[src/rtl/bin2bcd_signed_if.sv]
// bin2bcd_signed_if
//  Groups the init/DONE handshake, the operand and the BCD result of the
//  signed binary-to-BCD converter.
//  Ports (signals):
//   init   start request, sampled on rising clk edge
//   Dato   signed two's-complement value to convert (WIDTH bits)
//   BCD    magnitude digits, digit0 = BCD[3:0] (4*DIGITS bits)
//   SIGN   1 = converted value was negative
//   BUSY   conversion in progress
//   DONE   one-cycle pulse, BCD/SIGN valid
//  Modports: master drives init/Dato, slave (the converter) drives results.
interface bin2bcd_signed_if #(
    parameter int WIDTH  = 32,
    parameter int DIGITS = 10
);
    logic                  init;
    logic [WIDTH-1:0]      Dato;
    logic [4*DIGITS-1:0]   BCD;
    logic                  SIGN;
    logic                  BUSY;
    logic                  DONE;

    modport master (
        output init, Dato,
        input  BCD, SIGN, BUSY, DONE
    );

    modport slave (
        input  init, Dato,
        output BCD, SIGN, BUSY, DONE
    );
endinterface

[src/rtl/bin2bcd_signed.sv]
// bin2bcd_signed
//  Sequential signed-binary to BCD converter using shift-add-3 (double
//  dabble). Takes the two's-complement product from the multiplier on an
//  init pulse and produces a sign bit plus DIGITS BCD digits.
//  Ports:
//   clk    system clock, rising edge
//   reset  asynchronous, active-high reset
//   bus    bin2bcd_signed_if slave modport (init, Dato, BCD, SIGN, BUSY, DONE)
module bin2bcd_signed #(
    parameter int WIDTH  = 32,
    parameter int DIGITS = 10
) (
    input  logic clk,
    input  logic reset,
    bin2bcd_signed_if.slave bus
);
    localparam int BW = 4 * DIGITS;
    localparam int CW = $clog2(WIDTH + 1);

    typedef enum logic [1:0] {IDLE, LOAD, SHIFT, FIN} state_t;

    state_t              state;
    state_t              state_next;
    logic [WIDTH-1:0]    dato_reg;
    logic                sign_reg;
    logic [WIDTH-1:0]    mag;
    logic [BW+WIDTH-1:0] work;
    logic [BW+WIDTH-1:0] work_adj;
    logic [BW+WIDTH-1:0] work_shifted;
    logic [CW-1:0]       count;
    logic [BW-1:0]       bcd_q;
    logic                sign_q;

    always_ff @(posedge clk or posedge reset) begin
        if (reset) begin
            state <= IDLE;
        end else begin
            state <= state_next;
        end
    end

    always_comb begin
        state_next = state;
        case (state)
            IDLE:    if (bus.init) state_next = LOAD;
            LOAD:    state_next = SHIFT;
            SHIFT:   if (count == CW'(1)) state_next = FIN;
            FIN:     state_next = IDLE;
            default: state_next = IDLE;
        endcase
    end

    // Two's-complement magnitude taken as unsigned, so the most negative
    // input maps to 2^(WIDTH-1) without overflowing.
    always_comb begin
        mag = dato_reg[WIDTH-1] ? (~dato_reg + WIDTH'(1)) : dato_reg;
    end

    // One double-dabble step: correct every digit >= 5 in parallel, then
    // shift the whole working register left by one.
    always_comb begin
        work_adj = work;
        for (int i = 0; i < DIGITS; i++) begin
            if (work[WIDTH+4*i +: 4] >= 4'd5) begin
                work_adj[WIDTH+4*i +: 4] = work[WIDTH+4*i +: 4] + 4'd3;
            end
        end
        work_shifted = {work_adj[BW+WIDTH-2:0], 1'b0};
    end

    // Results are registered on the final shift edge so that they are
    // already valid during the FIN cycle when DONE is high, and then hold
    // until the next conversion completes.
    always_ff @(posedge clk or posedge reset) begin
        if (reset) begin
            dato_reg <= '0;
            sign_reg <= 1'b0;
            work     <= '0;
            count    <= '0;
            bcd_q    <= '0;
            sign_q   <= 1'b0;
        end else begin
            case (state)
                IDLE: begin
                    if (bus.init) begin
                        dato_reg <= bus.Dato;
                    end
                end
                LOAD: begin
                    sign_reg <= dato_reg[WIDTH-1];
                    work     <= {{BW{1'b0}}, mag};
                    count    <= CW'(WIDTH);
                end
                SHIFT: begin
                    work  <= work_shifted;
                    count <= count - CW'(1);
                    if (count == CW'(1)) begin
                        bcd_q  <= work_shifted[BW+WIDTH-1 -: BW];
                        sign_q <= sign_reg;
                    end
                end
                default: begin
                end
            endcase
        end
    end

    assign bus.BCD  = bcd_q;
    assign bus.SIGN = sign_q;
    assign bus.BUSY = (state == LOAD) || (state == SHIFT);
    assign bus.DONE = (state == FIN);

endmodule

[src/flat_wrapper.sv]
// flat-port wrapper written by rule: the top's interface ports become plain ports
module bin2bcd_signed_flat 
#(
    parameter int WIDTH  = 32,
    parameter int DIGITS = 10
)
  (clk, reset, bus_init, bus_Dato, bus_BCD, bus_SIGN, bus_BUSY, bus_DONE);
  bin2bcd_signed_if #(.WIDTH(WIDTH), .DIGITS(DIGITS)) bus_i ();
  input  logic clk;
  input  logic reset;
  input wire logic [$bits(bus_i.init)-1:0] bus_init;
  input wire logic [$bits(bus_i.Dato)-1:0] bus_Dato;
  output wire logic [$bits(bus_i.BCD)-1:0] bus_BCD;
  output wire logic [$bits(bus_i.SIGN)-1:0] bus_SIGN;
  output wire logic [$bits(bus_i.BUSY)-1:0] bus_BUSY;
  output wire logic [$bits(bus_i.DONE)-1:0] bus_DONE;
  assign bus_i.init = bus_init;
  assign bus_i.Dato = bus_Dato;
  assign bus_BCD = bus_i.BCD;
  assign bus_SIGN = bus_i.SIGN;
  assign bus_BUSY = bus_i.BUSY;
  assign bus_DONE = bus_i.DONE;
  bin2bcd_signed #(.WIDTH(WIDTH), .DIGITS(DIGITS)) u_core (.clk(clk), .reset(reset), .bus(bus_i));
endmodule
[config.mk]
export PLATFORM = sky130hd
export DESIGN_NAME = bin2bcd_signed_flat
export DESIGN_NICKNAME = d
export VERILOG_FILES = /design/src/rtl/bin2bcd_signed_if.sv /design/src/rtl/bin2bcd_signed.sv /design/src/flat_wrapper.sv
export SDC_FILE = /design/constraint.sdc
export NUM_CORES = 1
export LEC_CHECK = 0
export ABC_AREA = 1
export CAP_MARGIN = 20
export CORE_MARGIN = 2
export CORE_UTILIZATION = 58
export CTS_CLUSTER_DIAMETER = 150
export DETAILED_ROUTE_END_ITERATION = 8
export DONT_BUFFER_PORTS = 1
export GPL_TIMING_DRIVEN = 0
export PLACE_DENSITY = 0.87
export SLEW_MARGIN = 20
export SYNTH_ARGS = -nofsm -noshare
export SYNTH_HDL_FRONTEND = slang
export SYNTH_SLANG_ARGS = --single-unit
[constraint.sdc]
create_clock -name clk -period 4.2 [get_ports clk]
set_input_delay 0 -clock clk [delete_from_list [all_inputs] [get_ports clk]]
set_output_delay 0 -clock clk [all_outputs]
set_load 0.01 [all_outputs]
# Word level (Yosys, flattened, before mapping)
# Index checks and enable logic that the tools add are counted.
# totals
reg_bits	154
latchBits	0
ramBits	0
romBits	0
inputBits	35
output_inout_bits	43
elab_cells	58
n_memories	0
# op_classes
addsub	12
n_mul	0
div_mod_pow	0
order_cmp	10
eq_ne	6
n_shift	0
muxes	16
bitwise_logic	1
reduce_logical	6
# op_table
op	n
72-bit one-hot mux with 2 select lines	1
4-bit by 3-bit >= comparator with 1-bit output, second input constant	10
4-bit by 2-bit adder with 4-bit output, second input constant	9
4-bit two-way mux	9
32-bit by 1-bit adder with 32-bit output, second input constant	1
32-bit two-way mux	1
32-bit NOT	1
6-bit one-hot mux with 2 select lines	1
2-bit one-hot mux with 4 select lines	1
6-bit by 1-bit == test with 1-bit output, second input constant	1
2-bit AND reduction	3
6-bit by 1-bit subtractor with 6-bit output, second input constant	1
2-bit == test, second input constant	2
2-bit two-way mux	2
3-bit by 2-bit adder with 3-bit output, second input constant	1
3-bit two-way mux	1
2-bit by 1-bit == test with 1-bit output, second input constant	1
2-bit zero test	1
2-bit by 1-bit != test with 1-bit output, second input constant	1
2-bit != test, second input constant	1
2-bit nonzero test	1
1-bit logical OR	1

# Longest topological paths before layout
# Gate-level depths: netlist (run 1).
# depth
word_depth	4
depth_mapped	10
mapped_depth_nobuf	10

# Least setup slack after synthesis (run 1)
# Ideal clock, no wire load.
# synth_timing
path_type	reg-to-reg
from	register u_core.state[1]
to	register u_core.work[40]
setup_time_ns	0.141
t_arrival_ns	1.480
required_time_ns	4.059
slack_ns	2.579
stages_incl_launch_ff	7
n_path_buf	3
period_less_slack_ns	1.621
path_cell_list	dfrtp_1 -> inv_1 -> ha_1 -> buf_2 -> buf_2 -> clkbuf_1 -> o22ai_1
# synth_between
elab_chain_len	2
word_cells_on_any_way	4
classes_between	eq/ne (2); mux (1); reduce/logical (1)
# synth_lines
item	line_no	text
start: declaration	bin2bcd_signed.sv:22	state_t state;
start signal: assignment	bin2bcd_signed.sv:38	state <= state_next;
2-bit == test / 2-bit by 1-bit == test with 1-bit output (equally long branches)	bin2bcd_signed.sv:83	case (state)
72-bit one-hot mux with 2 select lines / 2-bit nonzero test (equally long branches)	n/a	
end signal: assignment	bin2bcd_signed.sv:91	work <= {{BW{1'b0}}, mag};
end signal: assignment	bin2bcd_signed.sv:95	work <= work_shifted;
end: declaration	bin2bcd_signed.sv:27	logic [BW+WIDTH-1:0] work;
# Several ways; a longest one is shown, not always the timed one.
# A chain may end at the register's enable or synchronous reset.

# Final worst setup path (run 1)
# layout_timing
from	register u_core.state[0]
to	register u_core.work[48]
# Same word-level chain as after synthesis.

==> results.sh, run 1 <==
export IMPL_finalCriticalPeriod_ps=2030
export IMPL_final_setup_viol_count=0
export IMPL_first_global_vias=6681
export IMPL_finish_utilization_pct=69.6
export IMPL_htree_levels=4
export IMPL_fillers=1011
export IMPL_synth_fp_nets=1026
export IMPL_fin_cells=1206
export IMPL_gp_congestion=0.959
export IMPL_largest_reg_flops=72
export IMPL_cts_made_buffers=17
export IMPL_antenna_found_initial=0
export IMPL_synth_cell_type_count=32
export IMPL_grt_pass1_wl_mm=30.6
export IMPL_ys_flop_type="dfrtp_1"
export IMPL_die_x_microns=122
export IMPL_worstSkewPairLatency_ps=420
export IMPL_cpPeakStageDelay_ps=410
export IMPL_worst_pin_slew_ps=476
export IMPL_crit_start="u_core.state[0]"
export IMPL_hp_start="bus_init"
export IMPL_crit_slowest_cell="clkbuf_1"
export IMPL_yosys_warnings=0
export IMPL_gr_usage_all_layers_pct=26.1
export IMPL_cts_tree="done"
export IMPL_hold_path_class="in2reg"
export IMPL_vias=6621
export IMPL_final_layout_size_suffix_gt1_share_pct=11.6
export IMPL_drv_cap=0
export IMPL_clock_sinks=154
export IMPL_port_buffers=0
export IMPL_cts_max_path_buffers=2
export IMPL_arrival_ps=2300
export IMPL_hpwl_mm=12.7
export IMPL_initial_utilization_pct=60.1
export IMPL_ant_nets=0
export IMPL_p_int_mw=3.70
export IMPL_clockPowerShare_pct=28.7
export IMPL_p_per_area_mw_per_mm2=652
export IMPL_synth_edf_count=0
export IMPL_hold_violations=0
export IMPL_ys_seq_area_share_pct=48.1
export IMPL_grt_max_degree=89
export IMPL_dr_pass1_iters=7
export IMPL_fmax_ghz=0.494
export IMPL_die_area_sq_mm=0.0148
export IMPL_skew_ps=9.53
export IMPL_clockRootBuffer="clkbuf_16"
export IMPL_syn_avg_cell_area_sq_um=8.33
export IMPL_worstSetupEndpointType="flip-flop"
export IMPL_grt_overflow_total=0
export IMPL_synth_seq_cells=154
export IMPL_multiInputGateArea_sq_mm=0.00340
export IMPL_worst_ir_drop_vdd_uv=394
export IMPL_wl_per_cell_microns=15.0
export IMPL_p_sw_share_pct=39.0
export IMPL_n_antenna_cell=0
export IMPL_register_area_sq_mm=0.00385
export IMPL_syn_inst=963
export IMPL_required_ps=4480
export IMPL_p_sw_mw=2.36
export IMPL_final_max_slew_violation_count=0
export IMPL_status="completed"
export IMPL_cp_max_fo=10
export IMPL_rsz0062_at_grt="no"
export IMPL_async_flop_share_pct=100
export IMPL_row_count=42
export IMPL_design_portCount=78
export IMPL_worstReg2RegStart="u_core.state[0]"
export IMPL_cts_setup_buffers=0
export IMPL_dp_cells=1140
export IMPL_fin_nets=1080
export IMPL_synth_cell_area_sq_mm=0.00802
export IMPL_drt_wl_total_mm=18.1
export IMPL_p_comb_share_pct=37.3
export IMPL_worstPathCellList="inv_1 > ha_1 > buf_2 > nand2_1 > clkbuf_1 > o22ai_1"
export IMPL_drt_iter0_markers=414
export IMPL_relSlewSlack_pct=68.3
export IMPL_power_frac_seq_pct=34.0
export IMPL_vias_per_cell=5.49
export IMPL_fp_dieH_microns=122
export IMPL_layout_worst_path_cycle_share_pct=48.2
export IMPL_start_kind="flip-flop"
export IMPL_coreArea_sq_mm=0.0133
export IMPL_route_detailed_drc=0
export IMPL_path_class="reg2reg"
export IMPL_cts_clk_slew_worst_paths_ps=60
export IMPL_area_growth_pct=15.8
export IMPL_p_leak_nw=4.26
==> worst max-delay path: cells and delay by family, from the launching register on <==
family,cells,cell delay (ps)
flops,1,380
buf+inv,3,690
simple gates,1,260
fa+ha+maj,1,360
compound gates,1,170
==> power by group through the flow <==
stage	Clock, mW	Sequential (mW)	Combinational [mW]
after floorplan	0	2.02	1.67
after global placement	0	2.06	2.10
after detailed placement	0	2.07	2.18
after CTS	1.76	2.05	2.24
after global routing	1.83	2.09	2.54
final	1.74	2.06	2.26
==> layer usage <==
layer / GRT usage [%] / wire [microns]
met1: 31.0 / 7280
met2: 46.2 / 9220
met3: 5.76 / 1160
met4: 10.2 / 437
met5: 0 / 0
==> final timing paths <==
path                                       end  slack [ps]  cells past startpoint
setup / recovery               u_core.work[48]        2170                      6
hold / removal             u_core.dato_reg[28]         110                      3
setup reg to reg               u_core.work[48]        2170                      6
hold reg to reg                u_core.bus.SIGN         480                      2
max in group asynchronous      u_core.work[33]        3300                      3
min in group asynchronous      u_core.work[25]         130                      2
==> synthesized netlist by cell type (11+ instances only) <==
| library cell | number | area [sq um] |
|---|---|---|
| nor2_1 | 90 | 338 |
| dfrtp_1 | 154 | 3850 |
| clkbuf_1 | 14 | 52.6 |
| o22ai_1 | 68 | 425 |
| nand3_1 | 46 | 230 |
| inv_1 | 139 | 522 |
| o21bai_1 | 11 | 82.6 |
| buf_2 | 14 | 70.1 |
| a21oi_1 | 53 | 265 |
| o21ai_0 | 36 | 180 |
| o21ai_2 | 36 | 315 |
| ha_1 | 28 | 350 |
| nand2_1 | 199 | 747 |
| xor2_1 | 24 | 210 |
==> layout make-up <==
type / count / area share [%]
Sequential cell: 154 / 41.5
Clock buffer: 18 / 4.62
Timing Repair Buffer: 35 / 3.96
Multi-Input combinational cell: 627 / 36.6
Clock inverter: 14 / 2.63
Tap cell: 176 / 2.37
Inverter: 143 / 5.86
Buffer: 39 / 2.49
==> cells in the final DEF (no fill, tap or decap), types with 3 or more instances in the layout <==
| cell type | Yosys | layout |
|---|---|---|
| buf_6 | 8 | 8 |
| buf_2 | 14 | 14 |
| dlygate4sd3_1 | 0 | 34 |
| xor2_1 | 24 | 24 |
| nand2_1 | 199 | 199 |
| clkbuf_16 | 0 | 17 |
| o21ai_2 | 36 | 36 |
| o22ai_1 | 68 | 68 |
| or2_2 | 8 | 8 |
| o21bai_1 | 11 | 11 |
| inv_1 | 139 | 138 |
| dfrtp_1 | 154 | 154 |
| bufinv_16 | 0 | 6 |
| clkbuf_1 | 14 | 15 |
| o221ai_1 | 4 | 4 |
| nand3_1 | 46 | 46 |
| o21ai_0 | 36 | 36 |
| inv_2 | 4 | 4 |
| clkinv_4 | 0 | 3 |
| nor2_2 | 7 | 7 |
| o21ai_1 | 4 | 4 |
| ha_1 | 28 | 28 |
| nor3_1 | 3 | 3 |
| nor2_1 | 90 | 90 |
| a21oi_1 | 53 | 53 |
==> what timing repair did <==
item / 4_1_cts / 5_1_grt
hold buffers: 34 / 0
resized for setup: 0 / 0
endpoints found under the hold margin: 188 / 0
==> metrics by stage <==
stage	TNS, ps	total power [mW]	setup WS, ps	hold WS, ps	instance area (sq um)
finish	0	6.06	2170	115	9290
global route	0	6.46	2030	125	9290
CTS	0	6.05	2170	79.3	9290
detailed placement	0	4.26	2180	-76.7	8270
global placement	-208700	4.16	-1360	162	8240
floorplan	0	3.69	50.2	159	8020
==> cells by family (layout without fill, tap and decap cells) <==
family          after synthesis  in the layout  share of synthesized area, %
fa+ha+maj                    28             28                          4.37
compound gates              215            215                          16.8
buf+inv                     182            249                          9.58
xor+xnor                     24             24                          2.62
flops                       154            154                          48.1
simple gates                360            360                          18.6
Note: power is estimated with default switching activity, not from simulation.
==> run 2: changes to the inputs <==
Settings changed: ABC_AREA 1 to 0.
Clock period 4.2 ns to 1.7 ns, I/O delays scaled along.
==> run 2 against run 1 <==
The flow now finishes with violations (negative setup slack). Combinational power rose to 4.2 times the previous value. Register-to-register slack worse by 2700 ps. Sequential cell count unchanged. Largest power group unchanged. Worst setup slack worse by 2700 ps. Die area decreased by 5.2%. Largest cell class is now multi-input combinational cells. Global-route usage increased by 6.1 points. Area after synthesis is 5.3% lower.
==> results.sh, run 2 <==
export IMPL_synth_common_cells="dfrtp_1, o21ai_0, nand2_1"
export IMPL_async_flop_share_pct=100
export IMPL_wl_met1_mm=8.98
export IMPL_cp_max_fo=5
export IMPL_netlist_top_cell_by_area="dfrtp_1"
export IMPL_yosys_warnings=0
export IMPL_initial_utilization_pct=59.7
export IMPL_drt_iter0_markers=896
export IMPL_grt_max_degree=38
export IMPL_grt_overflow_total=0
export IMPL_synth_edf_count=0
export IMPL_gr_usage_all_layers_pct=32.2
export IMPL_fin_ws_ps=-542
export IMPL_fp_dieH_microns=118
export IMPL_clockRootBuffer="clkbuf_16"
export IMPL_required_ps=2000
export IMPL_worst_pin_slew_ps=591
export IMPL_hold_path_class="in2async"
export IMPL_status="finished, violations left"
export IMPL_power_frac_seq_pct=31.1
export IMPL_drv_cap=0
export IMPL_area_growth_pct=39.9
export IMPL_syn_inst=730
export IMPL_vias_per_cell=6.74
export IMPL_dp_cells=907
export IMPL_die_area_sq_mm=0.0140
export IMPL_worst_ir_drop_vdd_uv=1500
export IMPL_worstSkewPairLatency_ps=440
export IMPL_dr_wl_met3_mm=1.90
export IMPL_wl_per_cell_microns=25.2
export IMPL_cts_max_path_buffers=2
export IMPL_dr_pass1_iters=5
export IMPL_grt_pass1_wl_mm=35.6
export IMPL_fin_nets=921
export IMPL_fin_cells=1037
export IMPL_violations="negative setup slack"
export IMPL_final_layout_size_suffix_gt1_share_pct=39.8
export IMPL_holdWs_ps=107
export IMPL_synth_most_common_cell="dfrtp_1"
export IMPL_skew_ps=10.5
export IMPL_routed_top_layer="met4"
export IMPL_route_met2_wl_mm=13.7
export IMPL_hold_violations=0
export IMPL_first_global_vias=6934
export IMPL_design_portCount=78
export IMPL_final_setup_viol_count=79
export IMPL_finish_utilization_pct=83.5
export IMPL_p_comb_share_pct=50.2
export IMPL_clockPowerShare_pct=18.7
export IMPL_ys_seq_area_share_pct=50.8
export IMPL_fmax_ghz=0.446
export IMPL_final_common_cell="dfrtp_1"
export IMPL_p_leak_nw=4.42
export IMPL_synth_cell_type_count=47
export IMPL_ys_flop_type="dfrtp_1"
export IMPL_drt_wl_total_mm=26.2
export IMPL_rrSetupSlack_ps=-540
export IMPL_finalCriticalPeriod_ps=2240
export IMPL_path_class="reg2reg"
export IMPL_synth_seq_cells=154
export IMPL_n_antenna_cell=0
export IMPL_ant_nets=0
export IMPL_hpwl_mm=13.2
export IMPL_worstSetupEndpointType="flip-flop"
export IMPL_antenna_found_initial=0
export IMPL_coreArea_sq_mm=0.0127
export IMPL_route_detailed_drc=0
export IMPL_port_buffers=0
export IMPL_final_max_slew_violation_count=0
export IMPL_cts_clk_slew_worst_paths_ps=60
export IMPL_relSlewSlack_pct=60.5
export IMPL_p_sw_share_pct=42.3
export IMPL_layout_worst_path_cycle_share_pct=132
export IMPL_ff2ff_path_depth=7
export IMPL_clock_sinks=154
export IMPL_synth_fp_nets=793
export IMPL_arrival_ps=2540
export IMPL_reg2reg_to="u_core.work[26]"
export IMPL_rsz0062_at_grt="yes"
export IMPL_htree_levels=4
export IMPL_cts_tree="done"
export IMPL_synth_top_cell_area_share_pct=50.8
export IMPL_worstReg2RegStart="u_core.dato_reg[0]"
export IMPL_synthTopCellsByArea="dfrtp_1, mux2_2, o21ai_0"
export IMPL_cts_made_buffers=17
export IMPL_p_per_area_mw_per_mm2=1770
export IMPL_die_x_microns=118
export IMPL_p_int_mw=10.8
export IMPL_p_sw_mw=7.95
export IMPL_largest_reg_flops=72
export IMPL_synth_cell_area_sq_mm=0.00759
export IMPL_gp_congestion=0.920
export IMPL_final_cell_mix="dfrtp_1, buf_4, mux2_2"
export IMPL_vias=6989
export IMPL_row_count=41
export IMPL_syn_avg_cell_area_sq_um=10.4
export IMPL_start_kind="flip-flop"
## run 2: cell types whose count changed after synthesis, moves of 35 or more
cell | before | now
mux2_2 | 0 | 44
nand2_1 | 199 | 68
o21ai_0 | 36 | 90
inv_1 | 139 | 34
o22ai_1 | 68 | 22
nor2_1 | 90 | 21
nand3_1 | 46 | 11
o21ai_2 | 36 | 0
## run 2: kinds of logic (layout without fill, tap and decap cells)
family / after synthesis / count (layout) / synth area share, %
simple gates: 173 / 173 / 11.7
xor+xnor: 37 / 37 / 4.27
mux: 51 / 51 / 7.58
fa+ha+maj: 28 / 28 / 4.62
buf+inv: 73 / 208 / 3.82
flops: 154 / 154 / 50.8
compound gates: 214 / 214 / 17.2
## run 2: area by class of cell
class / instances / area (sq um)
clock buffer: 21 / 460
timing repair buffer: 112 / 1160
clock inverter: 5 / 50.0
fill: 595 / 2100
tap: 172 / 215
multi-input combinational: 503 / 4320
inverter: 35 / 151
sequential: 154 / 3860
buffer: 35 / 397
## run 2: power groups by stage
stage / Combinational (mW) / Sequential [mW] / Clock [mW]
finish: 9.42 / 5.83 / 3.51
floorplan: 4.36 / 5.35 / 0
CTS: 6.97 / 5.62 / 3.46
global placement: 5.45 / 5.56 / 0
global route: 9.80 / 5.87 / 3.64
detailed placement: 5.86 / 5.64 / 0
## run 2: through the flow
| step | setup slack, ps | cell area (sq um) | setup TNS [ps] | total power [mW] |
|---|---|---|---|---|
| finish | -542 | 10600 | -22990 | 18.8 |
| global route | -564 | 10600 | -26080 | 19.3 |
| CTS | -413 | 9800 | -18670 | 16.0 |
| detailed placement | -599 | 8110 | -47140 | 11.5 |
| global placement | -868 | 7990 | -168320 | 11.0 |
| floorplan | -337 | 7770 | -44720 | 9.70 |
## run 2: worst max-delay path by stage
| stage | startpoint | endpoint | cells after the start |
|---|---|---|---|
| finish | u_core.dato_reg[0] | u_core.work[26] | 7 |
| global route | u_core.dato_reg[1] | u_core.work[7] | 6 |
| CTS | u_core.dato_reg[2] | u_core.work[27] | 5 |
| detailed placement | u_core.state[0] | u_core.work[4] | 7 |
| global placement | reset | u_core.bus.BCD[6] | 1 |
| floorplan | u_core.dato_reg[0] | u_core.work[26] | 8 |
## run 2: worst max-delay path, stage by stage (launching register included)
cell and delay, ps:
dfrtp_2 430, inv_2 80, ha_4 150, or3b_4 450, or4_4 440, o31a_1 270
a21oi_2 180, o21ai_1 110
## run 2: layer usage
| metal | vias up | global-route usage (%) |
|---|---|---|
| met5 | - | 0 |
| met2 | 472 | 57.9 |
| met3 | 153 | 6.13 |
| li1 | 2895 | - |
| met1 | 3469 | 35.9 |
| met4 | 0 | 17.6 |
## run 2: what timing repair did
action	CTS	global route
endpoints found under the hold margin	110	2
gates cloned	5	1
hold buffers	34	1
setup endpoints to repair	151	139
resized for setup	164	166
pin swaps	51	50
buffers inserted	31	37
